`config.mk`:
```
export PLATFORM = sky130hd
export DESIGN_NAME = pic_ack_sequencer_flat
export DESIGN_NICKNAME = d
export VERILOG_FILES = /design/src/rtl/pic_ack_sequencer_if.sv /design/src/rtl/pic_ack_sequencer.sv /design/src/flat_wrapper.sv
export SDC_FILE = /design/constraint.sdc
export NUM_CORES = 1
export LEC_CHECK = 0
export BUFFER_PORTS_ARGS = -buffer_cell sky130_fd_sc_hd__buf_2
export CAP_MARGIN = 10
export CORE_UTILIZATION = 25
export DETAILED_ROUTE_END_ITERATION = 12
export HOLD_SLACK_MARGIN = 0.15
export PLACE_DENSITY = 0.48
export SLEW_MARGIN = 0
export SYNTH_ARGS = -nofsm -noshare
export SYNTH_HDL_FRONTEND = slang
export SYNTH_SLANG_ARGS = --single-unit
export TNS_END_PERCENT = 50
```
`constraint.sdc`:
```
create_clock -name clk -period 7.5 [get_ports clk]
set_input_delay 1.125 -clock clk [delete_from_list [all_inputs] [get_ports clk]]
set_output_delay 1.125 -clock clk [all_outputs]
set_load 0.02 [all_outputs]
```
`src/rtl/pic_ack_sequencer_if.sv`:
```
// -----------------------------------------------------------------------------
// pic_ack_sequencer_if
//
// Purpose: bundles the request/mask inputs, the CPU acknowledge and EOI
// controls, and the vector/in-service outputs of the PIC8259 acknowledge
// sequencer. Clock and reset stay outside as plain ports.
//
// Signals (direction given from the sequencer's point of view):
//   irr[7:0]          in   interrupt request register, bit n = IRn pending
//   imr[7:0]          in   interrupt mask register, 1 = masked
//   inta              in   one-cycle pulse per CPU INTA pulse (synchronized)
//   eoi_valid         in   one-cycle EOI command strobe
//   eoi_specific      in   1 = specific EOI, 0 = non-specific
//   eoi_level[2:0]    in   level cleared by a specific EOI
//   vector_base[4:0]  in   ICW2 bits T7..T3
//   int_out           out  INT request to the CPU
//   data_out[7:0]     out  vector byte
//   data_out_en       out  vector valid / bus drive enable
//   isr[7:0]          out  in-service register
//   ack_level[2:0]    out  level captured at the first INTA
//
// Modports: master = control logic driving the sequencer, slave = sequencer.
// -----------------------------------------------------------------------------
interface pic_ack_sequencer_if;
  logic [7:0] irr;
  logic [7:0] imr;
  logic       inta;
  logic       eoi_valid;
  logic       eoi_specific;
  logic [2:0] eoi_level;
  logic [4:0] vector_base;
  logic       int_out;
  logic [7:0] data_out;
  logic       data_out_en;
  logic [7:0] isr;
  logic [2:0] ack_level;

  modport master (
    output irr, imr, inta, eoi_valid, eoi_specific, eoi_level, vector_base,
    input  int_out, data_out, data_out_en, isr, ack_level
  );

  modport slave (
    input  irr, imr, inta, eoi_valid, eoi_specific, eoi_level, vector_base,
    output int_out, data_out, data_out_en, isr, ack_level
  );
endinterface

```
`src/rtl/pic_ack_sequencer.sv`:
```
// -----------------------------------------------------------------------------
// pic_ack_sequencer
//
// Purpose: interrupt acknowledge sequencer for the PIC8259 core. Resolves
// fully nested priority (IR0 highest, IR7 lowest), raises INT, sequences the
// two-pulse INTA cycle, sets the in-service bit on the first INTA, drives the
// 8086-mode vector on the second INTA, and clears in-service bits on EOI.
//
// Ports:
//   clk    in  system clock, all state updates on the rising edge
//   reset  in  synchronous, active-high reset
//   bus    slave modport of pic_ack_sequencer_if (request, mask, INTA, EOI,
//          vector base in; INT, vector, vector enable, ISR, ack level out)
//
// Parameters:
//   NUM_IR        number of interrupt levels, fixed at 8
//   SPURIOUS_LVL  level reported when the request vanished before first INTA
//
// Build option: define PIC_AEOI_EN for automatic EOI (the acknowledged ISR
// bit is cleared as the vector is presented, except for spurious acks).
//
// Timing: the first INTA is acted on at the edge that samples it (level
// capture, ISR set, INT dropped). The vector appears, registered, for the one
// cycle following the edge that samples the second INTA.
// -----------------------------------------------------------------------------
module pic_ack_sequencer #(
  parameter int NUM_IR       = 8,
  parameter int SPURIOUS_LVL = 7
) (
  input  logic                clk,
  input  logic                reset,
  pic_ack_sequencer_if.slave  bus
);

  typedef enum logic [1:0] {
    S_IDLE = 2'd0,  // waiting for a first INTA, INT follows eligibility
    S_ACK1 = 2'd1,  // entry cycle after the first INTA
    S_ACK2 = 2'd2   // waiting for the second INTA
  } state_e;

  state_e            state_q, state_d;
  logic [NUM_IR-1:0] isr_q, isr_d;
  logic              int_out_q, int_out_d;
  logic [2:0]        ack_level_q, ack_level_d;
  logic [7:0]        data_out_q, data_out_d;
  logic              data_out_en_q, data_out_en_d;

  logic [NUM_IR-1:0] req;
  logic [NUM_IR-1:0] eoi_clr;
  logic [NUM_IR-1:0] aeoi_clr;
  logic [NUM_IR-1:0] isr_eff;
  logic              cand_vld, top_vld, eff_top_vld;
  logic [2:0]        cand_idx, top_idx, eff_top_idx;
  logic              eligible;
  logic              second_inta;

  // Returns {found, index} of the lowest-index (highest-priority) set bit.
  function automatic logic [3:0] lowest_set(input logic [NUM_IR-1:0] v);
    logic [3:0] r;
    r = '0;
    for (int i = NUM_IR - 1; i >= 0; i--) begin
      if (v[i]) r = {1'b1, 3'(i)};
    end
    return r;
  endfunction

  assign second_inta = (state_q != S_IDLE) && bus.inta;

`ifdef PIC_AEOI_EN
  // Remembers whether the current ack took the spurious path, so automatic
  // EOI leaves the ISR alone for it.
  logic spurious_q;

  always_ff @(posedge clk) begin
    if (reset) begin
      spurious_q <= 1'b0;
    end else if (state_q == S_IDLE && bus.inta) begin
      spurious_q <= !eligible;
    end
  end

  always_comb begin
    aeoi_clr = '0;
    if (second_inta && !spurious_q) aeoi_clr[ack_level_q] = 1'b1;
  end
`else
  assign aeoi_clr = '0;
`endif

  // Clears are resolved first; the post-clear ISR feeds priority so that an
  // EOI arriving with the first INTA frees the level it targets before the
  // new in-service bit is chosen.
  // NOTE: every always_comb output gets a default before any branch, so no
  // path leaves it unassigned and no latch is inferred.
  always_comb begin
    req                      = bus.irr & ~bus.imr;
    {top_vld, top_idx}       = lowest_set(isr_q);
    eoi_clr                  = '0;
    if (bus.eoi_valid) begin
      if (bus.eoi_specific) eoi_clr[bus.eoi_level] = 1'b1;
      else if (top_vld)     eoi_clr[top_idx]       = 1'b1;
    end
    isr_eff                  = isr_q & ~eoi_clr & ~aeoi_clr;
    {cand_vld, cand_idx}     = lowest_set(req);
    {eff_top_vld, eff_top_idx} = lowest_set(isr_eff);
    eligible = cand_vld && (!eff_top_vld || (cand_idx < eff_top_idx));
  end

  // Next-state and output logic.
  always_comb begin
    state_d       = state_q;
    isr_d         = isr_eff;
    int_out_d     = 1'b0;
    ack_level_d   = ack_level_q;
    data_out_d    = '0;
    data_out_en_d = 1'b0;

    case (state_q)
      S_IDLE: begin
        if (bus.inta) begin
          state_d = S_ACK1;
          if (eligible) begin
            ack_level_d    = cand_idx;
            isr_d[cand_idx] = 1'b1;  // set after clear: set wins on a tie
          end else begin
            ack_level_d = 3'(SPURIOUS_LVL);
          end
        end else begin
          int_out_d = eligible;
        end
      end

      // A second INTA is accepted in either ack state; ACK1 only marks the
      // entry cycle and otherwise falls through to ACK2.
      S_ACK1, S_ACK2: begin
        if (second_inta) begin
          state_d       = S_IDLE;
          data_out_d    = {bus.vector_base, ack_level_q};
          data_out_en_d = 1'b1;
        end else begin
          state_d = S_ACK2;
        end
      end

      default: state_d = S_IDLE;
    endcase
  end

  // NOTE: state registers use non-blocking assignments so every flop samples
  // the pre-edge value of its inputs regardless of statement order.
  always_ff @(posedge clk) begin
    if (reset) begin
      state_q       <= S_IDLE;
      isr_q         <= '0;
      int_out_q     <= 1'b0;
      ack_level_q   <= '0;
      data_out_q    <= '0;
      data_out_en_q <= 1'b0;
    end else begin
      state_q       <= state_d;
      isr_q         <= isr_d;
      int_out_q     <= int_out_d;
      ack_level_q   <= ack_level_d;
      data_out_q    <= data_out_d;
      data_out_en_q <= data_out_en_d;
    end
  end

  assign bus.int_out     = int_out_q;
  assign bus.data_out    = data_out_q;
  assign bus.data_out_en = data_out_en_q;
  assign bus.isr         = isr_q;
  assign bus.ack_level   = ack_level_q;

endmodule

```
`src/flat_wrapper.sv`:
```
// flat-port wrapper written by rule: the top's interface ports become plain ports
module pic_ack_sequencer_flat 
#(
  parameter int NUM_IR       = 8,
  parameter int SPURIOUS_LVL = 7
)
  (clk, reset, bus_irr, bus_imr, bus_inta, bus_eoi_valid, bus_eoi_specific, bus_eoi_level, bus_vector_base, bus_int_out, bus_data_out, bus_data_out_en, bus_isr, bus_ack_level);
  pic_ack_sequencer_if bus_i ();
  input  logic clk;
  input  logic reset;
  input wire logic [$bits(bus_i.irr)-1:0] bus_irr;
  input wire logic [$bits(bus_i.imr)-1:0] bus_imr;
  input wire logic [$bits(bus_i.inta)-1:0] bus_inta;
  input wire logic [$bits(bus_i.eoi_valid)-1:0] bus_eoi_valid;
  input wire logic [$bits(bus_i.eoi_specific)-1:0] bus_eoi_specific;
  input wire logic [$bits(bus_i.eoi_level)-1:0] bus_eoi_level;
  input wire logic [$bits(bus_i.vector_base)-1:0] bus_vector_base;
  output wire logic [$bits(bus_i.int_out)-1:0] bus_int_out;
  output wire logic [$bits(bus_i.data_out)-1:0] bus_data_out;
  output wire logic [$bits(bus_i.data_out_en)-1:0] bus_data_out_en;
  output wire logic [$bits(bus_i.isr)-1:0] bus_isr;
  output wire logic [$bits(bus_i.ack_level)-1:0] bus_ack_level;
  assign bus_i.irr = bus_irr;
  assign bus_i.imr = bus_imr;
  assign bus_i.inta = bus_inta;
  assign bus_i.eoi_valid = bus_eoi_valid;
  assign bus_i.eoi_specific = bus_eoi_specific;
  assign bus_i.eoi_level = bus_eoi_level;
  assign bus_i.vector_base = bus_vector_base;
  assign bus_int_out = bus_i.int_out;
  assign bus_data_out = bus_i.data_out;
  assign bus_data_out_en = bus_i.data_out_en;
  assign bus_isr = bus_i.isr;
  assign bus_ack_level = bus_i.ack_level;
  pic_ack_sequencer #(.NUM_IR(NUM_IR), .SPURIOUS_LVL(SPURIOUS_LVL)) u_core (.clk(clk), .reset(reset), .bus(bus_i));
endmodule
```
* Word level (Yosys, flattened, before mapping)
Index checks and enable logic that the tools add are counted.
** Word-level totals
- Output and inout port bits :: 21
- Logic and storage cells :: 79
- Flip-flop bits (word level) :: 23
** Operators by class
- Reduce and logical (&&, ||, !) cells :: 14
- Bitwise operators :: 8
- Magnitude comparators :: 7
- Mux-type cells :: 41
- Equality and inequality tests :: 3
** Operators with widths (count)
- 4-bit two-way mux :: 24
- 8-bit two-way mux :: 6
- 8-bit AND :: 2
- 8-bit NOT :: 2
- 3-bit by 4-bit < comparator with 1-bit output (second input constant) :: 3
- 1-bit demux with 3-bit select :: 3
- 3-bit by 1-bit greater-or-equal comparator with 1-bit output (second input constant) :: 3
- 8-bit OR :: 1
- 3-bit OR reduction :: 2
- 1-bit logical AND :: 5
- 1-bit two-way mux :: 4
- 2-bit two-way mux :: 2
- 2-bit one-hot mux with 2 select lines :: 1
- 2-bit OR reduction :: 2
- 3-bit < comparator :: 1
- 3-bit two-way mux :: 1
- 1-bit NOT :: 3
- 2-bit by 1-bit equality test with 1-bit output (second input constant) :: 1
- 2-bit equality test (second input constant) :: 1
- 2-bit zero test :: 1
- 2-bit inequality test (second input constant) :: 1
- 2-bit AND reduction :: 1
- 2-bit nonzero test :: 1
- 1-bit zero test :: 1
- 1-bit logical OR :: 1

* Logic depth before layout (Yosys ltp)
Gate-level depths: netlist of run 1.
- Word-level depth :: 31
- Gate-level depth with buffers :: 13
- Mapped depth without buffers :: 12

* Worst setup path after synthesis of run 1
OpenSTA, ideal clock, no wires.
- Path kind :: input to register
- From :: input bus_eoi_valid
- To :: register u_core.ack_level_q[0], in the netlist u_core.bus.ack_level[0]
- Data required time :: 7.380 ns
- Arrival time :: 3.411 ns
- Buffers on the path :: 1
- Setup time :: 0.120 ns
- Path slack :: 3.969 ns
- Stages :: 13
- Path through :: buf_2 -> or4b_4 -> nand4bb_1 -> a21oi_1 -> or2_2 -> nand3_1 -> nand2_1 -> ha_1 -> a21oi_1 -> nand2_1 -> nor3_1 -> a22oi_1 -> o31a_1
** On the way
- Word-level cells in the longest chain between the ends :: 15
** RTL lines
- from (decl) :: RTL line flat_wrapper.sv:14 : input wire logic [$bits(bus_i.eoi_valid)-1:0] bus_eoi_valid;
- 8-bit two-way mux * :: RTL line pic_ack_sequencer.sv:99 : if (bus.eoi_valid) begin
- 8-bit NOT * :: RTL line pic_ack_sequencer.sv:103 : isr_eff = isr_q & ~eoi_clr & ~aeoi_clr;
- 8-bit AND * :: RTL line pic_ack_sequencer.sv:103
- 4-bit two-way mux (7 in a row) :: RTL line pic_ack_sequencer.sv:62 : if (v[i]) r = {1'b1, 3'(i)};
- 4-bit two-way mux * :: RTL line pic_ack_sequencer.sv:62
- 3-bit < comparator / 1-bit zero test (equally long branches) :: RTL line pic_ack_sequencer.sv:106 : eligible = cand_vld && (!eff_top_vld || (cand_idx < eff_top_idx));
- 1-bit logical OR * :: RTL line pic_ack_sequencer.sv:106
- 1-bit logical AND * :: RTL line pic_ack_sequencer.sv:106
- 3-bit two-way mux * :: RTL line pic_ack_sequencer.sv:122 : if (eligible) begin
- to (signal assigned) :: RTL line pic_ack_sequencer.sv:163 : ack_level_q <= ack_level_d;
- to (decl) :: RTL line pic_ack_sequencer.sv:44 : logic [2:0] ack_level_q, ack_level_d;
Mark *: on every way between the ends. The rest lies on a longest branch, timed or not.
A chain may end at the register's enable or synchronous reset.

* Worst setup path after layout of run 1
- From :: input bus_eoi_specific
- To :: register u_core.isr_q[6], in the netlist u_core.bus.isr[6]
** On the way
- Word-level cells in the longest chain between the ends :: 18
** RTL lines
- from (decl) :: RTL line flat_wrapper.sv:15 : input wire logic [$bits(bus_i.eoi_specific)-1:0] bus_eoi_specific;
- 8-bit two-way mux * :: RTL line pic_ack_sequencer.sv:100 : if (bus.eoi_specific) eoi_clr[bus.eoi_level] = 1'b1;
- 8-bit two-way mux * :: RTL line pic_ack_sequencer.sv:99
- 8-bit NOT * :: RTL line pic_ack_sequencer.sv:103
- 8-bit AND * :: RTL line pic_ack_sequencer.sv:103
- 4-bit two-way mux (8 in a row) :: RTL line pic_ack_sequencer.sv:62
- 3-bit < comparator / 1-bit zero test (equally long branches) :: RTL line pic_ack_sequencer.sv:106
- 1-bit logical OR :: RTL line pic_ack_sequencer.sv:106
- 1-bit logical AND :: RTL line pic_ack_sequencer.sv:106
- 8-bit two-way mux :: RTL line pic_ack_sequencer.sv:122
- 8-bit two-way mux :: RTL line pic_ack_sequencer.sv:120 : if (bus.inta) begin
- 8-bit two-way mux * :: RTL line pic_ack_sequencer.sv:118 : case (state_q)
- to (signal assigned) :: RTL line pic_ack_sequencer.sv:161 : isr_q <= isr_d;
- to (decl) :: RTL line pic_ack_sequencer.sv:42 : logic [NUM_IR-1:0] isr_q, isr_d;
Marked as above.

==> results list, run 1 <==
- The run finished with clean final reports.
- Worst min-delay path startpoint: u_core.bus.ack_level[2]
- Of the cells placed in the final design, the portion with a size suffix greater than 1 is 25.42%.
* Area added between synthesis and finish: 22.86%
- Across the VDD grid, the largest voltage drop is 0.06285 mV.
- Most frequently used cell type in the post-synthesis netlist: sky130_fd_sc_hd__nor2_1
- Setup Fix Bufs, Post-CTS: 0
- Of all nets on the critical path, the largest fanout is 11.
- Number of antenna violations at the first check in global routing: 0
- In this run, CTS created clock tree buffers numbering 3.
- Die area: 0.006222 mm2
- Quantity of gates resized following cts: 0
* Data required time of the critical path: 7.67 ns
- Setup WS pre-CTS: 3.649 ns
- Summing over every cut layer, the via total after detailed routing is 1481.
* Unrepaired setup endpoints after global routing: no
- Of the available clock period, the critical path in the final layout requires 48.77%.
* First-pass GRT wire length: 6306 um
- Counting cells, the worst reg-to-reg path comes to 11.
- CTS Sinks: 23
- A synthesized cell averages 7.696 um2.
- For the final database, setup skew stands at 0.002139 ns.
- Setup Total Neg Slack: 0 ns
- Register-to-register setup slack: 4.34 ns
- For the pin with the worst max-slew slack, the measured transition is 1.010 ns.
- Detailed placement ended at an HPWL of 3090 um.
- In the synthesized netlist the dominant register cell turns out to be sky130_fd_sc_hd__dfxtp_1.
- Final #Nets: 270
- Clock tree from TritonCTS: done
- Leak Pwr: 0.7998 nW
- Measured along the y axis, the die boundary spans 78.88 um.
* Number of synthesized register bits: 23
- Area share of the largest cell type after synthesis: 31.16%
- Fin cells: 308
- After clock tree synthesis, the clock-pin slew on the worst setup and hold paths is 0.08 ns.
- Final count of pins violating max slew: 0
- The worst setup path is launched from a primary input.
* Power density normalized to cell area: 161.0 mW/mm2
* Maximum clock insertion buffer count: 2
- List of most frequent post-synthesis cells: 25 x sky130_fd_sc_hd__nor2_1, 23 x sky130_fd_sc_hd__dfxtp_1, 18 x sky130_fd_sc_hd__nand2_1
- Most area-hungry cell type in the Yosys netlist: sky130_fd_sc_hd__dfxtp_1
- Counting instances, the worst hold path has a depth of 1.
- Most area-consuming cells after synthesis: sky130_fd_sc_hd__dfxtp_1 31%, sky130_fd_sc_hd__nor2_1 6.4%, sky130_fd_sc_hd__and2_1 5.5%
- Initial DRT Pass Iterations: 4
- The die is 78.88 um wide.
- Worst setup slack after layout: 3.842 ns
- Number of fill cells in the layout: 670
- The setup path with the least slack is of type in -> reg.
- WHS Endpoint: u_core.bus.data_out[2]
* Routed vias/inst: 4.808
- The initial utilization of the core area, before any placement, comes to 26.35%.
- Number of port buffers: 49
- After the first detailed-routing iteration, the DRC count stood at 80.
- Largest net degree at the start of global routing: 15
- CTS built an H-tree with a depth of 1.
- N_diodes: 0
- Ys Warns: 0
- Data on the critical path arrives at its endpoint at 3.83 ns.
* Cell variety after synth: 51
- Count of standard-cell rows: 27
- Based on the critical path, the design can be clocked at up to 273.4 MHz.
- Via count of the first global-routing pass: 1329
- Area of the mapped netlist: 0.001478 mm2
- In this run the critical register-to-register path is launched from u_core.bus.isr[0].
* Routability cong.: 0.8073
- The worst hold path belongs to the class reg -> reg.
- Grt total ovfl: 0
- In the routed design, unresolved DRC markers number 0.
- FF-to-FF End: u_core.bus.isr[6]
- The detail route stage leaves a number of antenna-violating nets equal to 0.
- Post-Synthesis Net Count: 225
- Number of violations of the max-capacitance limit: 0
- For this block, the routed nets add up to 3821 um of wire.
- Async S/R FF share, synth: 0%
- Final hold violation count: 0
- Worst rel slew slack: 31.75%
- The clock reaches the later pin of the worst-skew pair after 0.26 ns.
- Minimum period implied by the final worst setup slack: 3.658 ns
- Power comes to 0.2923 mW.
* Instance count after placement with tap cells included: 304
- The total area inside the core boundary comes to 0.005608 mm2.
- The number of hold buffers added after CTS was 0.
- Number of instances in the synthesized netlist: 192
- After detailed routing, the average wire length per cell comes to 12.41 um.
* Register area share after synthesis: 31.16%
- The worst setup path is captured at a register.
- Cell at the root of the clock tree: sky130_fd_sc_hd__clkbuf_8
* Number of enable flip-flop cells after synthesis: 0
* Endpoints failing setup: 0
* Total GRT Usage: 12.75%
- Count of boundary I/O pins: 50
logic make-up after synthesis:
family,after synthesis,share of synthesized area (%)
flip-flops,23,31.16
adder cells (fa/ha/maj),5,4.065
buffers and inverters,16,4.742
AO/OA/AOI/OAI,51,24.39
AND/OR/NAND/NOR,97,35.65
metal layers:
layer	vias to the layer above	GRT usage (%)	wire length [um]
met3	4	2.069	146
met2	37	20.17	1711
met5	-	0	0
met4	0	2.727	30
li1	783	-	-
met1	657	18.08	1932
layout by cell type, fill, tap and decap left out, types with 2 or more instances in the layout:
cell and n:
sky130_fd_sc_hd__dfxtp_1 23, sky130_fd_sc_hd__ha_1 4, sky130_fd_sc_hd__o21ai_1 2, sky130_fd_sc_hd__or2_2 2, sky130_fd_sc_hd__o21bai_1 2, sky130_fd_sc_hd__nand3b_1 3, sky130_fd_sc_hd__buf_2 49, sky130_fd_sc_hd__a22oi_1 3
sky130_fd_sc_hd__nand2_1 18, sky130_fd_sc_hd__and2_1 13, sky130_fd_sc_hd__o31a_1 2, sky130_fd_sc_hd__inv_1 7, sky130_fd_sc_hd__a21oi_1 10, sky130_fd_sc_hd__o21ai_0 5, sky130_fd_sc_hd__nor2b_1 5, sky130_fd_sc_hd__a31oi_1 3
sky130_fd_sc_hd__nor3_1 5, sky130_fd_sc_hd__o21a_1 2, sky130_fd_sc_hd__o31ai_1 2, sky130_fd_sc_hd__nand3_1 5, sky130_fd_sc_hd__a311oi_1 5, sky130_fd_sc_hd__a21o_1 3, sky130_fd_sc_hd__nor4b_1 2, sky130_fd_sc_hd__nor2_1 25
sky130_fd_sc_hd__clkbuf_8 3, sky130_fd_sc_hd__nand2b_1 8
report_power, final:
part / internal (mW) / switching, mW / total, mW
Combinational: 0.0346 / 0.0482 / 0.0827
Clock: 0.0370 / 0.0383 / 0.0753
Sequential: 0.128 / 0.00589 / 0.134
worst max-delay path, stage by stage:
cell and delay [ns]:
sky130_fd_sc_hd__buf_2 0.16, sky130_fd_sc_hd__or4b_1 0.53, sky130_fd_sc_hd__o21ai_1 0.25, sky130_fd_sc_hd__o221ai_1 0.18, sky130_fd_sc_hd__nor2_1 0.16, sky130_fd_sc_hd__nand2_1 0.08
sky130_fd_sc_hd__ha_1 0.29, sky130_fd_sc_hd__a21oi_1 0.13, sky130_fd_sc_hd__nand2_1 0.06, sky130_fd_sc_hd__nor3_1 0.39, sky130_fd_sc_hd__nand2_1 0.18, sky130_fd_sc_hd__a311oi_1 0.30
how the worst max path moves through the flow:
stage / cells after the start / from / slack, ns / end
CTS: 12 / bus_eoi_specific / 3.91 / u_core.bus.isr[6]
global placement: 12 / bus_eoi_specific / 3.61 / u_core.bus.isr[6]
global route: 12 / bus_eoi_valid / 3.58 / u_core.bus.isr[6]
finish: 12 / bus_eoi_specific / 3.84 / u_core.bus.isr[6]
detailed placement: 12 / bus_eoi_specific / 3.65 / u_core.bus.isr[6]
floorplan: 13 / bus_eoi_valid / 3.97 / u_core.bus.ack_level[0]
cell type report:
| type | count | area, um2 | area share (%) |
|---|---|---|---|
| Clock buffer | 3 | 41.29 | 2.274 |
| Clock inverter | 1 | 5.005 | 0.2757 |
| Inverter | 7 | 26.28 | 1.447 |
| Multi-Input combinational cell | 153 | 947.2 | 52.17 |
| Sequential cell | 23 | 460.4 | 25.36 |
| Tap cell | 72 | 90.09 | 4.962 |
| Timing Repair Buffer | 49 | 245.2 | 13.51 |
registers in the layout, indices dropped and copies added, names as in the netlist:
name,cells
u_core.bus.data_out_en,1
u_core.bus.int_out,1
u_core.bus.ack_level,3
u_core.bus.isr,8
u_core.bus.data_out,8
u_core.state_q,2
per-stage QoR:
stage	utilization, %	cell area (um2)	hold slack, ns
floorplan	-	1478	0.4654
global placement	31.55	1769	0.4724
detailed placement	31.55	1769	0.4797
CTS	32.37	1815	0.4991
global route	32.37	1815	0.5119
finish	32.37	1815	0.4915
Note: power is estimated with default switching activity, not from simulation.
==> run 2, diff against run 1 <==
- ABC_AREA: default -> 1
- PLACE_DENSITY: 0.48 -> 0.51
- clock period: 7.5 -> 3.12 ns (I/O delays scaled with it)
==> run 2 against run 1 <==
Synthesized cell count is 14% higher. Sequential share of layout area rose by 1.0 points. Worst hold slack got worse by 0.083 ns. Global-route usage shrank 0.52 points. Combinational power is 140% higher. First-iteration DRC count fell by 65%. Cell count up 10%. Wire length is 16% lower. Clock power up 140%. Critical endpoint is now u_core.bus.ack_level[1]. Highest routed layer unchanged.
==> results list, run 2 <==
- Count of standard-cell rows: 26 (was 27)
- The clock insertion delay at the later pin of the skew report was 0.26 ns (about the same).
- Async S/R FF share, synth: 0% (unchanged)
- The power per standard cell area is 405.1 mW/mm2 (was 161.0 mW/mm2).
- The total placed instance area is 0.001699 mm2 (was 0.001769 mm2).
- Core Footprint: 0.005205 mm2 (was 0.005608 mm2)
- The number of primary I/O pins was 50 (unchanged).
* CP delay by family, top: simple AND/OR/NAND/NOR gates (unchanged)
* Number of violations of the max-capacitance limit: 0 (unchanged)
- Category of the most critical setup path: reg -> reg (was in -> reg)
- Most frequently used cell type in the post-synthesis netlist: sky130_fd_sc_hd__inv_1 (was sky130_fd_sc_hd__nor2_1)
- Via count of the first global-routing pass: 1367 (was 1329)
- Crit end category: register (unchanged)
* Critical path's largest stage delay: 0.41 ns (was 0.53 ns)
- Clock Skew: 0.004804 ns (was 0.002139 ns)
- The leakage power figure came to 0.9750 nW (was 0.7998 nW).
* Instance count after placement with tap cells included: 336 (was 304)
- Critical Path Most Common Cell: sky130_fd_sc_hd__nand2_1 (unchanged)
- Maximum clock insertion buffer count: 2 (unchanged)
- After layout, the worst path uses 79.04% of the clock period.
- The cell at the slowest stage of the critical path is sky130_fd_sc_hd__dfxtp_1 (was sky130_fd_sc_hd__or4b_1).
- Final #Nets: 304 (was 270)
- The global-route wire length before repair came to 5816 um (was 6306 um).
* Bufs and invs on worst path: 2 (was 1)
- The storage element area came to 460.4 um2 (unchanged).
- DR vias: 1461 (was 1481)
- The setup-violating endpoint count in the final report came to 0 (unchanged).
* Post-route antenna net violation count: 0 (unchanged)
- The residual overflow from global routing is 0 (unchanged).
- Area added between synthesis and finish: 26.36% (was 22.86%)
* Worst-Margin Slew: 0.3652 ns (was 1.010 ns)
- The number of design-rule violations left by the first detailed-router iteration is 28 (was 80).
- For this run, the top clock speed supported by timing is 405.5 MHz.
- Post-Synthesis Net Count: 252 (was 225)
* Worst rel slew slack: 75.58% (was 31.75%)
* Startpoint class of the critical path: register (was primary input)
- The post-detailed-placement half-perimeter wirelength came to 2755 um (was 3090 um).
* Most area-hungry cell type in the Yosys netlist: sky130_fd_sc_hd__dfxtp_1 (unchanged)
- The wire length after detailed routing was 3228 um (was 3821 um).
- Minimum period implied by the final worst setup slack: 2.466 ns
- Hold-fix buffers at CTS: 0 (unchanged)
- The setup total negative slack came to 0 ns (unchanged).
- The count of final hold-check violations is 0 (unchanged).
- The number of resized instances in the post-cts repair step was 0 (unchanged).
- The H-tree depth is 1 (unchanged).
- The post-synthesis instance area was 0.001381 mm2 (was 0.001478 mm2).
- The clock slew seen by the registers of the worst setup and hold paths was 0.08 ns (about the same).
- The floorplan die height came to 76.33 um (was 78.88 um).
- Number of antenna violations at the first check in global routing: 0 (unchanged)
- DRC violation count after routing: 0 (unchanged)
* CP arrival: 2.62 ns (was 3.83 ns)
- Maximum fanout count along the critical path: 11 (unchanged)
* Number of synthesized register bits: 23 (unchanged)
- Cell at the root of the clock tree: sky130_fd_sc_hd__clkbuf_8 (unchanged)
- The post-synthesis cell count was 219 (was 192).
* Clock tree from TritonCTS: done (unchanged)
- The path type of the worst min-delay path is in -> reg (was reg -> reg).
- Data required time of the critical path: 3.28 ns (was 7.67 ns)
- Routability cong.: 0.8371 (was 0.8073)
- Largest net degree at the start of global routing: 14 (was 15)
- Starting density of the core: 26.54% (was 26.35%)
- The summed area of non-filler cells in the final layout was 0.001745 mm2 (was 0.001815 mm2).
* Result of the run: complete, no violations (unchanged)
* Unrepaired setup endpoints after global routing: no (unchanged)
* Die width: 76.33 um (was 78.88 um)
- Final count of pins violating max slew: 0 (unchanged)
- Number of enable flip-flop cells after synthesis: 0 (unchanged)
* Average size of a mapped cell: 6.307 um2 (was 7.696 um2)
- The multi-input gate area in the final layout came to 718.2 um2 (was 947.2 um2).
- Most area-consuming cells after synthesis: sky130_fd_sc_hd__dfxtp_1 33%, sky130_fd_sc_hd__inv_1 13%, sky130_fd_sc_hd__nand2_1 13% (was sky130_fd_sc_hd__dfxtp_1 31%, sky130_fd_sc_hd__nor2_1 6.4%, sky130_fd_sc_hd__and2_1 5.5%).
- Routed vias/inst: 4.297 (was 4.808)
- Area share of the largest cell type after synthesis: 33.33% (was 31.16%)
- Cell variety after synth: 24 (was 51)
- CP cell instances: inv_1 > nand2_1 > nand2_1 > nand2_1 > nand2_2 > nor4_1 > o21ai_0 > nand2_1 > nand2_1 > nor2_1 > o21ai_0 > ha_1 > a21oi_1 > nand2_1 > nand2_2 > nand2_1 > o21ai_0 > inv_1 (was buf_2 > or4b_1 > o21ai_1 > o221ai_1 > nor2_1 > nand2_1 > ha_1 > a21oi_1 > nand2_1 > nor3_1 > nand2_1 > a311oi_1)
- The sequential-to-total area share from yosys stat came to 33.33% (was 31.16%).
* Number of port buffers: 49 (unchanged)
* Die area: 0.005826 mm2 (was 0.006222 mm2)
- VDD IR-drop max: 0.1273 mV (was 0.06285 mV)
- The number of diodes added for antenna fixing was 0 (unchanged).
* Predominant post-synthesis flop cell: sky130_fd_sc_hd__dfxtp_1 (unchanged)
- The iteration count of the initial detailed-routing pass is 4 (unchanged).
- The number of standard cells in the final layout excluding fillers came to 340 (was 308).
- The total number of clock tree sinks is 23 (unchanged).
- Fraction of layout instances using a drive strength above 1: 23.70% (was 25.42%)
- Worst setup slack after layout: 0.6541 ns (was 3.842 ns)
- Clock buffer count from CTS: 3 (unchanged)
- Setup Fix Bufs, Post-CTS: 0 (unchanged)
* Ys Warns: 0 (unchanged)
- Setup WS pre-CTS: 0.5466 ns (was 3.649 ns)
- Total GRT Usage: 12.23% (was 12.75%)
* Number of fill cells in the layout: 595 (was 670)
- Most frequent cells in the layout: 49 x sky130_fd_sc_hd__inv_1, 49 x sky130_fd_sc_hd__buf_2, 47 x sky130_fd_sc_hd__nand2_1 (was 49 x sky130_fd_sc_hd__buf_2, 25 x sky130_fd_sc_hd__nor2_1, 23 x sky130_fd_sc_hd__dfxtp_1).
- Routed len/inst: 9.494 um (was 12.41 um)
- List of most frequent post-synthesis cells: 49 x sky130_fd_sc_hd__inv_1, 47 x sky130_fd_sc_hd__nand2_1, 24 x sky130_fd_sc_hd__nor2_1 (was 25 x sky130_fd_sc_hd__nor2_1, 23 x sky130_fd_sc_hd__dfxtp_1, 18 x sky130_fd_sc_hd__nand2_1)
==> run 2: cell types whose count changed in the layout (fill, tap and decap cells not counted), sizes merged, moves of 5 or more <==
cell | before | now
a21oi | 11 | 17
o21ai | 7 | 13
nand2b | 8 | 0
inv | 7 | 50
nor2b | 5 | 0
nand2 | 18 | 53
a311oi | 5 | 0
and2 | 13 | 0
nand4 | 1 | 8
==> run 2: cells by family after synthesis <==
logic type / Yosys count / share of synthesized area, %
adders and majority gates: 4 / 3.623
buffers and inverters: 52 / 14.67
AOI/OAI and AO/OA: 40 / 16.67
DFF: 23 / 33.33
and+or+nand+nor: 100 / 31.70
==> run 2: final cells by class <==
cell class / count / share of cell area [%]
multi-input cells: 144 / 41.15
flip-flops and latches: 23 / 26.38
repair buffers: 49 / 14.05
inverters: 50 / 10.75
well taps: 70 / 5.018
clock buffers: 3 / 2.366
clock inverters: 1 / 0.2867
==> run 2: tightest hold or removal path: stages <==
cell and delay (ns):
sky130_fd_sc_hd__buf_2 0.09, sky130_fd_sc_hd__inv_1 0.04, sky130_fd_sc_hd__nor2_1 0.03
==> run 2: per-stage QoR <==
step	total power [mW]	hold WS [ns]	utilization (%)
final	0.7071	0.4082	33.53
after global placement	0.5354	0.4471	32.64
after floorplan	0.4768	0.4535	-
after detailed placement	0.5348	0.4481	32.64
after global routing	0.7683	0.4048	33.53
after CTS	0.7223	0.3946	33.53
==> run 2: worst paths after layout <==
| path | from | cells past startpoint | end | slack (ns) |
|---|---|---|---|---|
| setup / recovery | u_core.bus.isr[5] | 18 | u_core.bus.ack_level[1] | 0.65 |
| hold / removal | bus_vector_base[4] | 3 | u_core.bus.data_out[7] | 0.41 |
| setup reg to reg | u_core.bus.isr[5] | 18 | u_core.bus.ack_level[1] | 0.65 |
| hold reg to reg | u_core.bus.ack_level[0] | 2 | u_core.bus.data_out[0] | 0.46 |
==> run 2: routing by layer <==
layer	part of all wire, %	GRT usage, %	up-vias
li1	-	-	798
met1	47	15.07	612
met2	45	20.72	44
met3	4.8	1.557	7
met4	2.5	6.346	0
met5	0	0	-
==> run 2: report_power, final <==
part	switching, mW	internal [mW]	total (mW)
clock network	0.0918	0.0890	0.181
logic	0.128	0.0737	0.202
registers	0.0121	0.312	0.324
total	0.232	0.475	0.707
==> run 3, diff against run 2 <==
- clock period: 3.12 -> 2 ns (I/O delays scaled with it)
==> run 3 against run 2 <==
The run now ends with setup timing left. Cell count rose by 9.1%. Worst hold slack worse by 0.17 ns. Critical path depth increased by 5. First-iteration DRC count grew 39%. Count of clock-buffer cells in the layout is the same. Worst setup slack got worse by 1.0 ns. Sequential share of layout area decreased by 3.4 points. Clock skew is 0.0016 ns lower. Fmax increased by 4.6%.
==> results list, run 3 (synthesized netlist as in run 2, its figures left out) <==
- The floorplan die area came to 0.005826 mm2 (unchanged).
- The chip width was 76.33 um (unchanged).
- Hold-fix buffers at CTS: 0 (unchanged)
- The buffer and inverter count on the worst path came to 4 (was 2).
- Worst min-delay path startpoint: bus_inta (was bus_vector_base[4])
- The share of the core filled with cells in the final layout is 39.35% (was 33.53%).
- The data arrival time of the worst path was 2.55 ns (was 2.62 ns).
- Category of the most critical setup path: reg -> reg (unchanged)
- Setup Total Neg Slack: -3.772 ns (was 0 ns)
- The residual overflow from global routing was 0 (unchanged).
- The portion of total power attributed to the clock network was 24.1% (was 25.6%).
* Leak Pwr: 1.135 nW (was 0.9750 nW)
- The startpoint type of the worst setup path was a register (unchanged).
- The worst-case clock buffer depth was 2 (unchanged).
- The fraction of layout cells with a size suffix above 1 was 39.53% (was 23.70%).
- The count of standard-cell rows is 26 (unchanged).
* Switching part of the total: 33.67% (was 32.82%)
- Worst-Margin Slew: 0.3766 ns (was 0.3652 ns)
* Critical path's largest stage delay: 0.37 ns (was 0.41 ns)
* Cell at the root of the clock tree: sky130_fd_sc_hd__clkbuf_8 (unchanged)
- The clock insertion delay at the later pin of the skew report is 0.26 ns (about the same).
- Final count of pins violating max slew: 0 (unchanged)
- Via count of the first global-routing pass: 1485 (was 1367)
- The H-tree depth came to 1 (unchanged).
- The cell at the slowest stage of the critical path is sky130_fd_sc_hd__dfxtp_4 (was sky130_fd_sc_hd__dfxtp_1).
- The most numerous cell on the critical path is sky130_fd_sc_hd__nand2_2 (was sky130_fd_sc_hd__nand2_1).
* Starting DRT DRC Count: 39 (was 28)
- Most frequent standard cell in the layout excluding fill and tap cells: sky130_fd_sc_hd__buf_2
- Routed vias/inst: 4.270 (was 4.297)
- Starting density of the core: 26.54% (unchanged)
- The maximum frequency from static timing analysis is 424.1 MHz (was 405.5 MHz).
* Startpoint of the lowest-slack register-to-register path: u_core.bus.isr[6] (was u_core.bus.isr[5])
* Logic gate share of total power: 33.7% (was 28.6%)
* Estimated wirelength of the detail-placed design: 2964 um (was 2755 um)
* Number of violations of the max-capacitance limit: 0 (unchanged)
* Die Y-Extent: 76.33 um (unchanged)
- Area added between synthesis and finish: 48.28% (was 26.36%)
- Endpoints failing setup: 12 (was 0)
* Result of the run: finished with violations (was complete, no violations)
* Count of boundary I/O pins: 50 (unchanged)
- Path type of the worst min-delay path: in -> reg (unchanged)
- The final worst slack was -0.3578 ns (was 0.6541 ns).
- Net switching power: 0.4011 mW (was 0.2321 mW)
- VDD IR-drop max: 0.3138 mV (was 0.1273 mV)
* Initial DRT Pass Iterations: 4 (unchanged)
- Violated checks: setup timing
- Seq pwr share: 42.2% (was 45.9%)
* Final #Nets: 335 (was 304)
- Routability cong.: 0.8183 (was 0.8371)
- The highest net fanout along the worst path is 6 (was 11).
- Clock Skew: 0.003231 ns (was 0.004804 ns)
- CP cell instances: inv_2 > nand2_1 > nand2_1 > nand2_2 > nand2_2 > nand2_2 > nand2_2 > nand3_1 > nand2_2 > a21oi_4 > inv_1 > nand2_2 > inv_1 > nor2_1 > o21bai_1 > ha_1 > nand2_1 > inv_1 > nand2_1 > nand2_2 > nand2_4 > nand4_1 > a21oi_2 (was inv_1 > nand2_1 > nand2_1 > nand2_1 > nand2_2 > nor4_1 > o21ai_0 > nand2_1 > nand2_1 > nor2_1 > o21ai_0 > ha_1 > a21oi_1 > nand2_1 > nand2_2 > nand2_1 > o21ai_0 > inv_1).
* Final hold violation count: 0 (unchanged)
- The total number of clock tree sinks came to 23 (unchanged).
- The total number of vias is 1584 (was 1461).
* Routed len/inst: 9.903 um (was 9.494 um)
- Data required time of the critical path: 2.19 ns (was 3.28 ns)
- The category of the worst setup path capture point is a register (unchanged).
- The fill cell instance count of the final layout came to 584 (was 595).
* Unrepaired setup endpoints after global routing: yes (was no)
- The wire length after detailed routing came to 3674 um (was 3228 um).
* Most frequent cells in the layout: 49 x sky130_fd_sc_hd__buf_2, 47 x sky130_fd_sc_hd__inv_1, 40 x sky130_fd_sc_hd__nand2_1 (was 49 x sky130_fd_sc_hd__inv_1, 49 x sky130_fd_sc_hd__buf_2, 47 x sky130_fd_sc_hd__nand2_1)
- The number of nets with antenna violations after detailed routing is 0 (unchanged).
- The kind of cell adding the most delay to the critical path was simple AND/OR/NAND/NOR gates (unchanged).
- Clock tree from TritonCTS: done (unchanged)
- The portion of the clock cycle consumed by the worst path in the final layout came to 117.9% (was 79.04%).
- The global-route wire length before repair was 6203 um (was 5816 um).
* Number of port buffers: 49 (unchanged)
* Worst rel slew slack: 74.82% (was 75.58%)
* Core Footprint: 0.005205 mm2 (unchanged)
* First element of the critical path: u_core.bus.isr[6] (was u_core.bus.isr[5])
- The total internal power came to 0.7902 mW (was 0.4750 mW).
* DRC violation count after routing: 0 (unchanged)
* Clock-pin slew on the worst setup and hold paths: 0.08 ns (about the same)
* Power density normalized to cell area: 581.6 mW/mm2 (was 405.1 mW/mm2)
- Minimum period implied by the final worst setup slack: 2.358 ns (was 2.466 ns)
- The initial antenna violation count came to 0 (unchanged).
- The number of buffers added by the clock tree synthesis step is 3 (unchanged).
- The number of diodes added for antenna fixing came to 0 (unchanged).
* Largest net degree at the start of global routing: 14 (unchanged)
- Total GRT Usage: 12.46% (was 12.23%)
- Register-to-register setup slack: -0.36 ns (was 0.65 ns)
run 3: cell types whose count changed in the layout (fill, tap and decap cells not counted), moves of 3 or more:
cell / before / now
sky130_fd_sc_hd__dfxtp_2: 0 / 5
sky130_fd_sc_hd__o21ai_0: 11 / 8
sky130_fd_sc_hd__a21oi_1: 16 / 13
sky130_fd_sc_hd__a21oi_2: 0 / 3
sky130_fd_sc_hd__nand2_2: 6 / 12
sky130_fd_sc_hd__buf_4: 0 / 30
sky130_fd_sc_hd__nand2_1: 47 / 40
sky130_fd_sc_hd__dfxtp_1: 23 / 17
run 3: metrics by stage:
step	setup WS, ns	instances	area, um2	hold WS (ns)	power (mW)
after CTS	-0.3273	369	1998	0.2291	1.191
after global placement	-0.3518	363	1914	0.4493	0.8803
final	-0.3578	371	2048	0.2351	1.191
after floorplan	-0.1873	219	1394	0.3776	0.7447
after detailed placement	-0.3959	363	1914	0.4379	0.8814
after global routing	-0.6034	371	2048	0.2344	1.274
run 3: what timing repair did:
| item | 4_1_cts | 5_1_grt |
|---|---|---|
| resized for setup | 9 | 11 |
| setup buffers | 1 | 2 |
| pin swaps | 2 | 1 |
| endpoints found under the hold margin | 0 | 0 |
| cloned | 1 | 0 |
| endpoints found under the setup margin | 12 | 12 |
run 3: layer usage:
metal	up-vias	routed length [um]	track usage [%]	part of all wire, %
li1	854	-	-	-
met1	696	1743	15.46	47
met2	32	1800	23.24	49
met3	2	103	0.8383	2.8
met4	0	26	2.885	0.71
met5	-	0	0	0
run 3: worst paths after layout:
| check | end | cells after the start |
|---|---|---|
| max | u_core.bus.isr[6] | 23 |
| max reg2reg | u_core.bus.isr[6] | 23 |
| min reg2reg | u_core.bus.data_out[2] | 2 |
| min | u_core.bus.int_out | 2 |
run 3: cell type report:
cell class | count | area [um2] | share of cell area, %
Clock buffer | 3 | 41.29 | 2.016
Tap cell | 70 | 87.58 | 4.276
Multi-Input combinational cell | 145 | 785.8 | 38.36
Sequential cell | 23 | 470.5 | 22.97
Timing Repair Buffer | 79 | 470.5 | 22.97
Inverter | 50 | 187.7 | 9.163
Clock inverter | 1 | 5.005 | 0.2443
run 3: power groups by stage:
stage	combinational (mW)	clock [mW]	sequential [mW]
final	0.402	0.287	0.502
after global routing	0.449	0.317	0.507
after CTS	0.392	0.296	0.503
after detailed placement	0.367	0	0.514
after global placement	0.367	0	0.513
after floorplan	0.202	0	0.542
